### src/rtl/lsu_pkg.sv
// lsu_pkg: funct3 codes, FSM state encoding and fault cause codes for the load/store unit
package lsu_pkg;
  localparam logic [2:0] F3_B  = 3'b000;
  localparam logic [2:0] F3_H  = 3'b001;
  localparam logic [2:0] F3_W  = 3'b010;
  localparam logic [2:0] F3_BU = 3'b100;
  localparam logic [2:0] F3_HU = 3'b101;
  localparam logic [1:0] CAUSE_NONE     = 2'b00;
  localparam logic [1:0] CAUSE_MISALIGN = 2'b01;
  localparam logic [1:0] CAUSE_RANGE    = 2'b10;
  localparam logic [1:0] CAUSE_ILLEGAL  = 2'b11;
  typedef enum logic [1:0] {S_IDLE = 2'b00, S_WAIT = 2'b01, S_RESP = 2'b10} state_t;
endpackage

### src/rtl/lsu_lane_align.sv
// lsu_lane_align: store strobe/shift generation and load byte/half extraction with extension
module lsu_lane_align
  import lsu_pkg::*;
(
  input  logic [2:0]  st_funct3,
  input  logic [1:0]  st_off,
  input  logic [31:0] st_data,
  output logic [3:0]  st_strb,
  output logic [31:0] st_shifted,
  input  logic [2:0]  ld_funct3,
  input  logic [1:0]  ld_off,
  input  logic [31:0] ld_raw,
  output logic [31:0] ld_ext
);
  logic [31:0] ld_lane;
  logic        sgn;
  // funct3[1:0] selects the size; funct3[2] marks zero-extending loads
  always_comb begin
    st_strb    = (st_funct3[1:0] == F3_W[1:0]) ? 4'b1111 :
                 (st_funct3[1:0] == F3_H[1:0]) ? 4'b0011 << st_off : 4'b0001 << st_off;
    st_shifted = st_data << {st_off, 3'b000};
    ld_lane    = ld_raw >> {ld_off, 3'b000};
    sgn        = !ld_funct3[2];
    ld_ext     = (ld_funct3[1:0] == F3_W[1:0]) ? ld_raw :
                 (ld_funct3[1:0] == F3_H[1:0]) ? {{16{sgn & ld_lane[15]}}, ld_lane[15:0]} :
                                                 {{24{sgn & ld_lane[7]}}, ld_lane[7:0]};
  end
endmodule

### src/rtl/load_store_unit.sv
// load_store_unit: checks and issues one load/store to data_mem and returns a held load/fault response
module load_store_unit
  import lsu_pkg::*;
#(
  parameter int unsigned DMEM_BYTES = 4096
) (
  input  logic        clk,
  input  logic        rst,
  input  logic        req_valid,
  output logic        req_ready,
  input  logic        req_we,
  input  logic [2:0]  req_funct3,
  input  logic [31:0] req_addr,
  input  logic [31:0] req_wdata,
  input  logic [4:0]  req_rd,
  output logic        resp_valid,
  input  logic        resp_ready,
  output logic [31:0] resp_data,
  output logic [4:0]  resp_rd,
  output logic        resp_err,
  output logic [1:0]  resp_cause,
  output logic        mem_re,
  output logic [31:0] mem_raddr,
  input  logic [31:0] mem_rdata,
  output logic        mem_we,
  output logic [31:0] mem_waddr,
  output logic [31:0] mem_wdata,
  output logic [3:0]  mem_wstrb
);
  state_t      state, next;
  logic        fire, illegal, range_err, misalign, fault;
  logic [1:0]  cause;
  logic [2:0]  ld_funct3;
  logic [1:0]  ld_off;
  logic [3:0]  strb;
  logic [31:0] ld_ext;
  lsu_lane_align u_align (
    .st_funct3 (req_funct3),
    .st_off    (req_addr[1:0]),
    .st_data   (req_wdata),
    .st_strb   (strb),
    .st_shifted(mem_wdata),
    .ld_funct3 (ld_funct3),
    .ld_off    (ld_off),
    .ld_raw    (mem_rdata),
    .ld_ext    (ld_ext)
  );
  // request checks in priority order, memory strobes and next-state selection
  always_comb begin
    req_ready  = (state == S_IDLE) && !rst;
    fire       = req_valid && req_ready;
    illegal    = req_we ? (req_funct3 > F3_W) : (req_funct3 == 3'b011 || req_funct3[2:1] == 2'b11);
    range_err  = req_addr >= 32'(DMEM_BYTES);
    misalign   = (req_funct3[1:0] == F3_H[1:0] && req_addr[0]) ||
                 (req_funct3[1:0] == F3_W[1:0] && req_addr[1:0] != 2'b00);
    cause      = illegal ? CAUSE_ILLEGAL : range_err ? CAUSE_RANGE : misalign ? CAUSE_MISALIGN : CAUSE_NONE;
    fault      = cause != CAUSE_NONE;
    mem_we     = fire && req_we && !fault;
    mem_re     = fire && !req_we && !fault;
    mem_wstrb  = mem_we ? strb : 4'b0000;
    mem_waddr  = {req_addr[31:2], 2'b00};
    mem_raddr  = {req_addr[31:2], 2'b00};
    resp_valid = state == S_RESP;
    next       = state;
    if (state == S_IDLE && fire && fault) next = S_RESP;
    else if (mem_re) next = S_WAIT;
    else if (state == S_WAIT) next = S_RESP;
    else if (state == S_RESP && resp_ready) next = S_IDLE;
  end
  // state register
  always_ff @(posedge clk) state <= rst ? S_IDLE : next;
  // capture request context on fire and the extended load data in WAIT
  always_ff @(posedge clk) begin
    if (rst) begin
      resp_data  <= '0;
      resp_rd    <= '0;
      resp_err   <= 1'b0;
      resp_cause <= CAUSE_NONE;
      ld_funct3  <= F3_B;
      ld_off     <= 2'b00;
    end else if (fire && !mem_we) begin
      resp_data  <= '0;
      resp_rd    <= req_rd;
      resp_err   <= fault;
      resp_cause <= cause;
      ld_funct3  <= req_funct3;
      ld_off     <= req_addr[1:0];
    end else if (state == S_WAIT) begin
      resp_data  <= ld_ext;
    end
  end
endmodule
### config.mk
export PLATFORM = sky130hd
export DESIGN_NAME = load_store_unit
export DESIGN_NICKNAME = d
export VERILOG_FILES = /design/src/rtl/lsu_pkg.sv /design/src/rtl/lsu_lane_align.sv /design/src/rtl/load_store_unit.sv
export SDC_FILE = /design/constraint.sdc
export NUM_CORES = 1
export LEC_CHECK = 0
export CAP_MARGIN = 20
export CELL_PAD_IN_SITES_DETAIL_PLACEMENT = 0
export CELL_PAD_IN_SITES_GLOBAL_PLACEMENT = 1
export CORE_UTILIZATION = 39
export DETAILED_ROUTE_END_ITERATION = 7
export DONT_BUFFER_PORTS = 1
export GPL_TIMING_DRIVEN = 0
export PLACE_DENSITY_LB_ADDON = 0.1
export SKIP_LAST_GASP = 1
export SYNTH_ARGS = -nofsm -noshare
export SYNTH_HDL_FRONTEND = slang
export SYNTH_SLANG_ARGS = --single-unit
### constraint.sdc
create_clock -name clk -period 1.81 [get_ports clk]
set_input_delay 0.362 -clock clk [delete_from_list [all_inputs] [get_ports clk]]
set_output_delay 0.362 -clock clk [all_outputs]
set_load 0.05 [all_outputs]
======== Yosys cells after proc, flatten, opt, wreduce, memory -nomap -nowiden ========
Cells that the tools add are included.
cells by class
  add/subtract/negate cells ............... 0
  multipliers ............................. 0
  div/mod/pow operators ................... 0
  $lt $le $gt $ge ......................... 2
  equal/unequal tests ..................... 8
  shift-type cells ........................ 4
  muxes and demuxes ....................... 13
  bitwise operators ....................... 2
  reductions and logical operators ........ 26
operator list
  kind                                                                     count
  32-bit 2-to-1 mux                                                        2
  32-bit by 13-bit >= comparator with 1-bit output, second input constant  1
  32-bit by 5-bit << shifter with 32-bit output                            1
  32-bit by 5-bit right shift with 16-bit output                           1
  1-bit logical AND                                                        12
  2-bit 2-to-1 mux                                                         6
  4-bit 2-to-1 mux                                                         3
  2-bit == test, second input constant                                     4
  2-bit by 1-bit == test with 1-bit output, second input constant          3
  1-bit logical NOT                                                        5
  2-bit nonzero test                                                       2
  4-bit nonzero test                                                       1
  2-bit OR reduction                                                       2
  1-bit by 2-bit << shifter with 4-bit output, first input constant        1
  2-bit by 2-bit << shifter with 4-bit output, first input constant        1
  3-bit by 2-bit == test with 1-bit output, second input constant          1
  3-bit by 2-bit > comparator with 1-bit output, second input constant     1
  3-bit nonzero test                                                       1
  1-bit bitwise AND                                                        2
  2-bit logical NOT                                                        1
  1-bit logical OR                                                         2
  1-bit 2-to-1 mux                                                         2
storage, ports and cells
  bits in registers ....................... 47
  bits in latches ......................... 0
  RAM bits ................................ 0
  bits in read-only memories .............. 0
  bits of input ports ..................... 109
  output and inout bits ................... 144
  logic and storage cells ................. 63
  memories ................................ 0

======== Logic depth before layout (Yosys ltp) ========
Gate-level depths: netlist of the first run.
  depth in word-level cells ............... 12
  gate-level depth with buffers ........... 8
  mapped depth without buffers ............ 5

======== By module ========
Synthesis of the first run repeated with hierarchy kept, for this count alone.
second synthesis, totals
  cell total of the unflattened synthesis .. 521
  area, all modules ....................... 3,844.9 µm²
by module, submodules not included
  module           times used  cells an instance  area an instance (µm²)  sequential area each (µm²)
  load_store_unit  1           302                2,461.1                 940.9
  lsu_lane_align   1           219                1,383.8                 0.0

======== Worst setup path after synthesis of the first run ========
OpenSTA, ideal clock, no wires.
  path type ............................... flip-flop to output port
  from .................................... register state[1]
  to ...................................... output port mem_wstrb[0]
  arrival time ............................ 2.996 ns
  required time ........................... 1.448 ns
  setup slack ............................. -1.548 ns
  stages on the path, launching flop included .. 6
  buffers on the path ..................... 1
  cell sequence ........................... dfxtp_1 > nor3_1 > and2_1 > clkbuf_1 > nand3_1 > a21oi_1
between the ends
  word-level cells in the longest chain between the ends .. 6
ends and longest elaborated chain
  item                             line                   text
  from (decl)                      load_store_unit.sv:30  state_t state, next;
  from (signal assigned)           load_store_unit.sv:71  always_ff @(posedge clk) state <= rst ? S_IDLE : next;
  2-bit logical NOT                load_store_unit.sv:50  req_ready = (state == S_IDLE) && !rst;
  1-bit logical AND                load_store_unit.sv:50
  named net req_ready              load_store_unit.sv:10  output logic req_ready,
  1-bit logical AND                load_store_unit.sv:51  fire = req_valid && req_ready;
  1-bit logical AND (2 in series)  load_store_unit.sv:58  mem_we = fire && req_we && !fault;
  4-bit 2-to-1 mux                 load_store_unit.sv:60  mem_wstrb = mem_we ? strb : 4'b0000;
  to (decl)                        load_store_unit.sv:28  output logic [3:0] mem_wstrb
The timed path passes the listed nets, and every way through them passes these cells.

======== Final worst setup path of the first run ========
  from .................................... register state[0]
  to ...................................... output port mem_wstrb[0]
Same word-level chain as after synthesis.

==> impl_metrics.toml, run 1 <==
[cts]
cts-htree-levels = 2
clock_sink_count = 47
cts_tree = "yes"
clock_tree.buffer_depth = 2
numCtsBuffers = 5
clk_pin_slew_ns = 0.09
clk_latency_ns = 0.31
clock_tree.root_cell = "clkbuf_8"

[global_route]
grt.overflow.total = 0
grt_pass1_wl_um = 18100
grt_pass1_vias = 3393
antenna_found_initial = 0
grt_max_degree = 15
grt_use_total_pct = 23.9

[synth]
synth_top_area_share_pct = 26.5
yosysWarningCount = 0
synth_area_um2 = 3550
synth.avg_cell_area_um2 = 7.74
yosys-top-cells-count = "buf_4, dfxtp_1, nor2_1, a21oi_1, nand2_1"
ys.flop_type = "dfxtp_1"
synth.distinct_cells = 37
ys_seq_area_share_pct = 26.5
synth_cells = 458
ys_top_cells_by_area = "dfxtp_1, buf_4, mux2i_1"
ys_ff_latch = 47
yosys.area.top_type = "dfxtp_1"
synth_edf_count = 0
yosysMostFrequentCell = "buf_4"
async_flop_share_pct = 0

[sta]
fin_ws_ns = -0.561
rsz0062_at_grt = "true"
holdWs_ns = 0.101
slew_headroom_pct = 46.6
period_share_pct = 131
setup_viol = 53
final.setup_skew_ns = 0.00589
hold_violations = 0
tightest_slew_ns = 0.793
drv_slew = 0
fmax_mhz = 422
fin_crit_ns = 2.37

[cells_and_area]
nets = 594
fill_cells = 830
drive_gt1_share_pct = 42.4
utilization_pct = 52.7
synthToLayoutAreaGrowth_pct = 30.2
design_area_um2 = 4620
insertedDiodeCount = 0

[placement]
pre_cts_ws_ns = -0.516
gp_congestion = 0.849
numPortBuffers = 0
hpwl_um = 9030
placed_cell_area_um2 = 4120

[power]
p_leak_nw = 1.58
ir_drop_mv = 0.330
fin_total_pwr_w = 0.00289
powerDensity_nw_per_um2 = 627

[critical_path]
ff2ff_setup_slack_ns = -0.23
crit_path_end_kind = "output port"
crit_fanout = 5
reg2reg_to = "resp_data[4]"
critPathLaunchType = "register"
timing.rr.start = "state[0]"
critPathSlowestCell = "nor3_4"
crit_path_max_incr_delay_ns = 0.50
reg2reg_depth = 8
required_ns = 1.45
worst-path-buf-inv = 0
cp_top_family = "simple AND/OR/NAND/NOR gates"
cp_cell_sequence = "nor3_4 -> and2_4 -> nand3_4 -> a21oi_4"
arrival_ns = 2.01
worstSetupPathType = "reg -> out"

[min_path]
hold_class = "in -> reg"
min_to = "resp_rd[0]"
min_path_cells = 1
hp-start = "rst"

[routing]
final_antenna_net_count = 0
viasPerCell = 5.74
drcViolationCount = 0
drt_iter0_drc = 59
m1WireLength_um = 4100
wirelength_um = 11800
drt_first_pass_iters = 4
wl_met3_um = 1010
vias = 3409
wl_met2_um = 6230
highest_layer = "met4"
detail_route.wl_per_cell_um = 19.9

[floorplan]
boundaryPins = 253
core_area_um2 = 8760
die-area_um2 = 9480
die_y_um = 97.4
num_rows = 34
dieWidth_um = 97.4
start_util_pct = 40.5

[outcome]
violations = "setup timing"
outcome = "finished, violations left"

[job]
cap_violations = 0
-- power by group --
group | leakage [nW] | switching (W) | internal (W)
Combinational | 1.16 | 0.000800 | 0.000353
Clock | 0.0412 | 0.000367 | 0.000271
Sequential | 0.382 | 0.0000537 | 0.00105
-- metrics by stage --
step / TNS [ns] / instances
6_report: -10.65 / 594
5_1_grt: -16.38 / 594
4_1_cts: -13.10 / 595
3_5_place_dp: -22.29 / 570
3_3_place_gp: -24.49 / 569
2_1_floorplan: -3.41 / 461
-- timing repair --
item	CTS	global route
resized for setup	51	19
hold buffers	0	0
gates cloned	3	0
endpoints found under the setup margin	73	58
hold endpoints to repair	0	0
pin swaps	10	3
buffers inserted	16	0
-- kinds of logic (layout without fill, tap and decap cells) --
| group | after synthesis | after routing | synth area share [%] |
|---|---|---|---|
| compound gates | 129 | 129 | 25.2 |
| buf+inv | 102 | 127 | 18.4 |
| other cells | 1 | 4 | 0.106 |
| simple gates | 146 | 146 | 20.1 |
| flops | 47 | 47 | 26.5 |
| mux | 33 | 33 | 9.66 |
-- metal layers --
metal  track usage (%)  up-vias
li1                  -     1611
met1              24.9     1595
met2              44.9      175
met3              6.33       28
met4              9.95        0
met5                 0        -
-- worst max path at each step --
stage	startpoint	end	slack (ns)	cells after the start
floorplan	rst	mem_wstrb[0]	-0.26	5
global placement	req_addr[1]	resp_rd[4]	-0.64	5
detailed placement	req_addr[1]	mem_wstrb[0]	-0.52	5
CTS	state[0]	mem_wstrb[0]	-0.66	5
global route	state[0]	mem_wstrb[0]	-0.61	4
finish	state[0]	mem_wstrb[0]	-0.56	4
-- cell type report --
cell class | instances | area, um^2 | area share (%)
Sequential cell | 47 | 947 | 20.5
Buffer | 93 | 698 | 15.1
Inverter | 6 | 26.3 | 0.569
Clock buffer | 6 | 72.6 | 1.57
Clock inverter | 2 | 12.5 | 0.271
Timing Repair Buffer | 20 | 240 | 5.20
Multi-Input combinational cell | 312 | 2490 | 53.8
Tap cell | 108 | 135 | 2.93
-- registers in the layout, summed over array words and instances (netlist names) --
signal	count
resp_data	32
resp_rd	5
ld_funct3	3
ld_off	2
resp_cause	2
state	2
resp_err	1
-- placed cells by master, fill, tap and decap left out, drive strengths merged, types with 4 or more instances in the layout --
cell and instances:
clkbuf 24, nor4 6, and2 9, dfxtp 47, o221ai 7, conb 4
nand3 12, a22oi 7, nor2b 17, nor2 46, nand2b 5, mux2i 32
inv 5, nor3 4, o21ai 30, a21oi 42, a211oi 32, nand2 41
buf 94
Note: power is estimated with default switching activity, not from simulation.
==> run 2, diff against run 1 <==
--- a/config.mk
+++ b/config.mk
@@ -5,11 +5,13 @@
 export SDC_FILE = /design/constraint.sdc
 export NUM_CORES = 1
 export LEC_CHECK = 0
+export ABC_AREA = 0
 export CAP_MARGIN = 20
 export CELL_PAD_IN_SITES_DETAIL_PLACEMENT = 0
 export CELL_PAD_IN_SITES_GLOBAL_PLACEMENT = 1
-export CORE_UTILIZATION = 39
+export CORE_AREA = 2 2 99 101
 export DETAILED_ROUTE_END_ITERATION = 7
+export DIE_AREA = 0 0 101 103
 export DONT_BUFFER_PORTS = 1
 export GPL_TIMING_DRIVEN = 0
 export PLACE_DENSITY_LB_ADDON = 0.1
==> constraint.sdc (replaced) <==
create_clock -name clk -period 2.85 [get_ports clk]
set_input_delay 0.57 -clock clk [delete_from_list [all_inputs] [get_ports clk]]
set_output_delay 0.57 -clock clk [all_outputs]
set_load 0.05 [all_outputs]
==> impl_metrics.toml, run 2 (synthesized netlist as in run 1, its figures left out) <==
[routing]
vias = 3255
final_antenna_net_count = 0
viasPerCell = 5.58
wirelength_um = 11100
drt_iter0_drc = 116
drt_first_pass_iters = 4
detail_route.wl_per_cell_um = 19.1
drcViolationCount = 0

[cts]
clk_pin_slew_ns = 0.09
clock_tree.buffer_depth = 2
clock_tree.root_cell = "clkbuf_8"
clock_sink_count = 47
cts-htree-levels = 2
numCtsBuffers = 5
clk_latency_ns = 0.30
cts_tree = "yes"

[global_route]
grt_pass1_vias = 3069
grt.overflow.total = 0
antenna_found_initial = 0
grt_max_degree = 15
grt_use_total_pct = 19.9
grt_pass1_wl_um = 16300

[min_path]
min_path_cells = 1
hp-start = "rst"
hold_class = "in -> reg"

[floorplan]
die_y_um = 103
num_rows = 36
start_util_pct = 37.5
dieWidth_um = 101
core_area_um2 = 9460
die-area_um2 = 10400
boundaryPins = 253

[cells_and_area]
final_common_cell = "buf_4"
largest_reg_flops = 32
final_cells = 583
reg_top3 = "resp_data (32), resp_rd (5), ld_funct3 (3)"
insertedDiodeCount = 0
nets = 577
regMostFlops = "resp_data"
synthToLayoutAreaGrowth_pct = 13.4
final_cell_mix = "buf_4, dfxtp_1, nor2_1"
drive_gt1_share_pct = 27.7

[critical_path]
startpoint = "req_addr[1]"
required_ns = 2.28
cp_cell_sequence = "clkbuf_1 -> clkbuf_1 -> o21ai_1"
arrival_ns = 2.21
worstSetupPathType = "in -> out"
cp_top_family = "buffers and inverters"
path_common_cell = "clkbuf_1"
reg2reg_depth = 7
crit_fanout = 10
crit_path_end_kind = "output port"
cp_num_cells = 3
critPathSlowestCell = "clkbuf_1"
worst-path-buf-inv = 2
critPathLaunchType = "primary input"
crit_path_max_incr_delay_ns = 0.75
timing.rr.start = "ld_off[0]"

[sta]
hold_violations = 0
rsz0062_at_grt = "true"
fin_crit_ns = 2.78
tightest_slew_ns = 1.08
period_share_pct = 97.6
drv_slew = 0
fin_ws_ns = 0.0682
slew_headroom_pct = 27.2
setup_viol = 0
setup_tns_ns = 0
fmax_mhz = 359
final.setup_skew_ns = 0.00850

[placement]
pre_cts_ws_ns = -0.363
dpl.cell_count = 576
hpwl_um = 8810
numPortBuffers = 0
gp_congestion = 0.873

[power]
p_leak_nw = 1.40
powerDensity_nw_per_um2 = 474
ir_drop_mv = 0.182

[job]
cap_violations = 0

[outcome]
outcome = "completed"
## run 2: worst paths after layout
check                       end  slack [ns]
setup / recovery  mem_wdata[22]        0.07
hold / removal       resp_rd[0]        0.32
setup reg to reg  resp_data[22]        0.61
hold reg to reg    ld_funct3[2]        0.50
## run 2: power breakdown
group | switching [W] | total (W) | internal (W)
registers | 0.0000343 | 0.000702 | 0.000667
clock network | 0.000229 | 0.000580 | 0.000351
logic | 0.000469 | 0.000626 | 0.000156
total | 0.000733 | 0.00191 | 0.00117
## run 2: cell type report
| class | count | area (um^2) |
|---|---|---|
| buffer | 95 | 629 |
| clock buffer | 6 | 72.6 |
| clock inverter | 2 | 60.1 |
| fill | 965 | 5440 |
| inverter | 6 | 26.3 |
| multi-input combinational | 312 | 2150 |
| sequential | 47 | 941 |
| tap | 114 | 143 |
| timing repair buffer | 1 | 5.00 |
## run 2: metrics by stage
stage               hold slack (ns)  instance area (um^2)  utilization, %  power, W
floorplan                     0.462                  3610               -   0.00126
global placement              0.489                  3760            39.7   0.00132
detailed placement            0.495                  3760            39.8   0.00132
CTS                           0.308                  3950            41.8   0.00191
global route                  0.302                  4020            42.5   0.00199
finish                        0.324                  4020            42.5   0.00191
## run 2: metal layers
layer	part of all wire [%]	wire length [um]	up-vias	track usage (%)
met1	38	4270	1532	23.6
li1	-	-	1568	-
met4	0.72	80	0	4.26
met2	53	5840	149	36.7
met5	0	0	-	0
met3	8.3	922	6	4.75
## run 2: repair_timing
item	CTS	global route
gates resized for setup	13	12
hold buffers	0	0
setup endpoints to repair	30	15
setup buffers	0	0
pin swaps	1	1
==> run 3, diff against run 2 <==
--- a/config.mk
+++ b/config.mk
@@ -15,6 +15,7 @@
 export DONT_BUFFER_PORTS = 1
 export GPL_TIMING_DRIVEN = 0
 export PLACE_DENSITY_LB_ADDON = 0.1
+export RECOVER_POWER = 25
 export SKIP_LAST_GASP = 1
 export SYNTH_ARGS = -nofsm -noshare
 export SYNTH_HDL_FRONTEND = slang
==> impl_metrics.toml, run 3 (synthesized netlist as in run 1, its figures left out) <==
[cts]
clock_sink_count = 47
cts-htree-levels = 2
postCtsHoldBufs = 0
post_cts_buffers = 0
cts_tree = "yes"
clk_latency_ns = 0.30
clock_tree.buffer_depth = 2
clk_pin_slew_ns = 0.09
clock_tree.root_cell = "clkbuf_8"
numCtsBuffers = 5

[placement]
gp_congestion = 0.873
numPortBuffers = 0
hpwl_um = 8810
placed_cell_area_um2 = 3760
pre_cts_ws_ns = -0.363

[critical_path]
critPathLaunchType = "primary input"
crit_fanout = 10
arrival_ns = 2.22
ff2ff_setup_slack_ns = 0.61
reg2reg_to = "resp_data[22]"
crit_path_end_kind = "output port"
worstSetupPathType = "in -> out"
required_ns = 2.28
reg2reg_depth = 7
timing.rr.start = "ld_off[0]"

[min_path]
min_path_cells = 1
min_to = "resp_rd[0]"
hp-start = "rst"
hold_class = "in -> reg"

[sta]
setup_viol = 0
period_share_pct = 97.9
drv_slew = 0
final.setup_skew_ns = 0.00971
hold_violations = 0
fmax_mhz = 358
tightest_slew_ns = 1.06
fin_crit_ns = 2.79
fin_ws_ns = 0.0597
slew_headroom_pct = 28.3
rsz0062_at_grt = "true"

[global_route]
grt_pass1_wl_um = 16300
grt.overflow.total = 0
grt-busiest-layer = "met2"
grt_use_total_pct = 19.9
grt_pass1_vias = 3069
gr-usage-met2_pct = 36.7
grt_max_degree = 15
gr-usage-met3_pct = 4.75
antenna_found_initial = 0
gr-usage-met1_pct = 23.6

[cells_and_area]
fill_cells = 1023
design_area_um2 = 3860
drive_gt1_share_pct = 18.3
insertedDiodeCount = 0
reg_top3 = "resp_data (32), resp_rd (5), ld_funct3 (3)"
utilization_pct = 40.8
multi_input_area_um2 = 2150
regArea_um2 = 941
final_cell_mix = "clkbuf_1, dfxtp_1, nor2_1"
final_common_cell = "clkbuf_1"
synthToLayoutAreaGrowth_pct = 8.78
nets = 577
largest_reg_flops = 32
regMostFlops = "resp_data"

[job]
cap_violations = 0

[floorplan]
start_util_pct = 37.5
die_y_um = 103
die-area_um2 = 10400
num_rows = 36
dieWidth_um = 101
core_area_um2 = 9460
boundaryPins = 253

[routing]
detail_route.wl_per_cell_um = 19.1
final_antenna_net_count = 0
drt_first_pass_iters = 4
viasPerCell = 5.57
wirelength_um = 11100
vias = 3245
drt_iter0_drc = 124
drcViolationCount = 0

[outcome]
outcome = "completed"

[power]
powerDensity_nw_per_um2 = 487
ir_drop_mv = 0.182
p_leak_nw = 1.24
## run 3: changes by cell type in the layout (fill, tap and decap cells not counted), sizes merged
cell / before / now
clkbuf: 25 / 69
buf: 77 / 33
## run 3: area by class of cell
cell class / count / area share [%]
inverters: 6 / 0.681
plain buffers: 95 / 12.0
multi-input cells: 312 / 55.6
well taps: 114 / 3.70
flip-flops and latches: 47 / 24.4
repair buffers: 1 / 0.130
clock inverters: 2 / 1.56
clock buffers: 6 / 1.88
## run 3: layer usage
layer  routed length, um  up-vias  share of wire [%]
met5                   0        -                  0
met4                 105        0               0.94
li1                    -     1565                  -
met3                 879        6                7.9
met1                4330     1535                 39
met2                5810      139                 52
## run 3: report_power, final
group	leakage, nW	internal (W)	switching [W]
registers	0.380	0.000667	0.0000343
clock network	0.0654	0.000351	0.000229
logic	0.790	0.000128	0.000470
total	1.24	0.00115	0.000733
## run 3: worst max-delay path by stage
stage	startpoint	to	slack, ns
2_1_floorplan	rst	mem_wstrb[0]	0.07
5_1_grt	req_addr[0]	mem_wdata[15]	-0.04
4_1_cts	req_addr[0]	mem_wdata[29]	0.06
3_5_place_dp	req_addr[0]	mem_wstrb[1]	-0.36
6_report	req_addr[0]	mem_wdata[8]	0.06
3_3_place_gp	req_addr[0]	mem_wstrb[1]	-0.39
## run 3: worst max-delay path: stages
cell      delay [ns]
clkbuf_1        0.33
clkbuf_2        0.41
mux2i_1         0.20
nor2_1          0.71
## run 3: metrics by stage
stage / cells / hold WS (ns) / total power (W) / TNS [ns]
3_5_place_dp: 576 / 0.495 / 0.00132 / -6.50
5_1_grt: 583 / 0.302 / 0.00196 / -0.110
6_report: 583 / 0.323 / 0.00188 / 0
3_3_place_gp: 575 / 0.489 / 0.00132 / -6.65
4_1_cts: 583 / 0.308 / 0.00191 / 0
2_1_floorplan: 461 / 0.462 / 0.00126 / 0
## run 3: timing repair
action | CTS | global route
gates resized for setup | 13 | 12
pin swaps | 1 | 1
setup endpoints to repair | 30 | 15
hold endpoints to repair | 0 | 0
gates cloned | 0 | 0
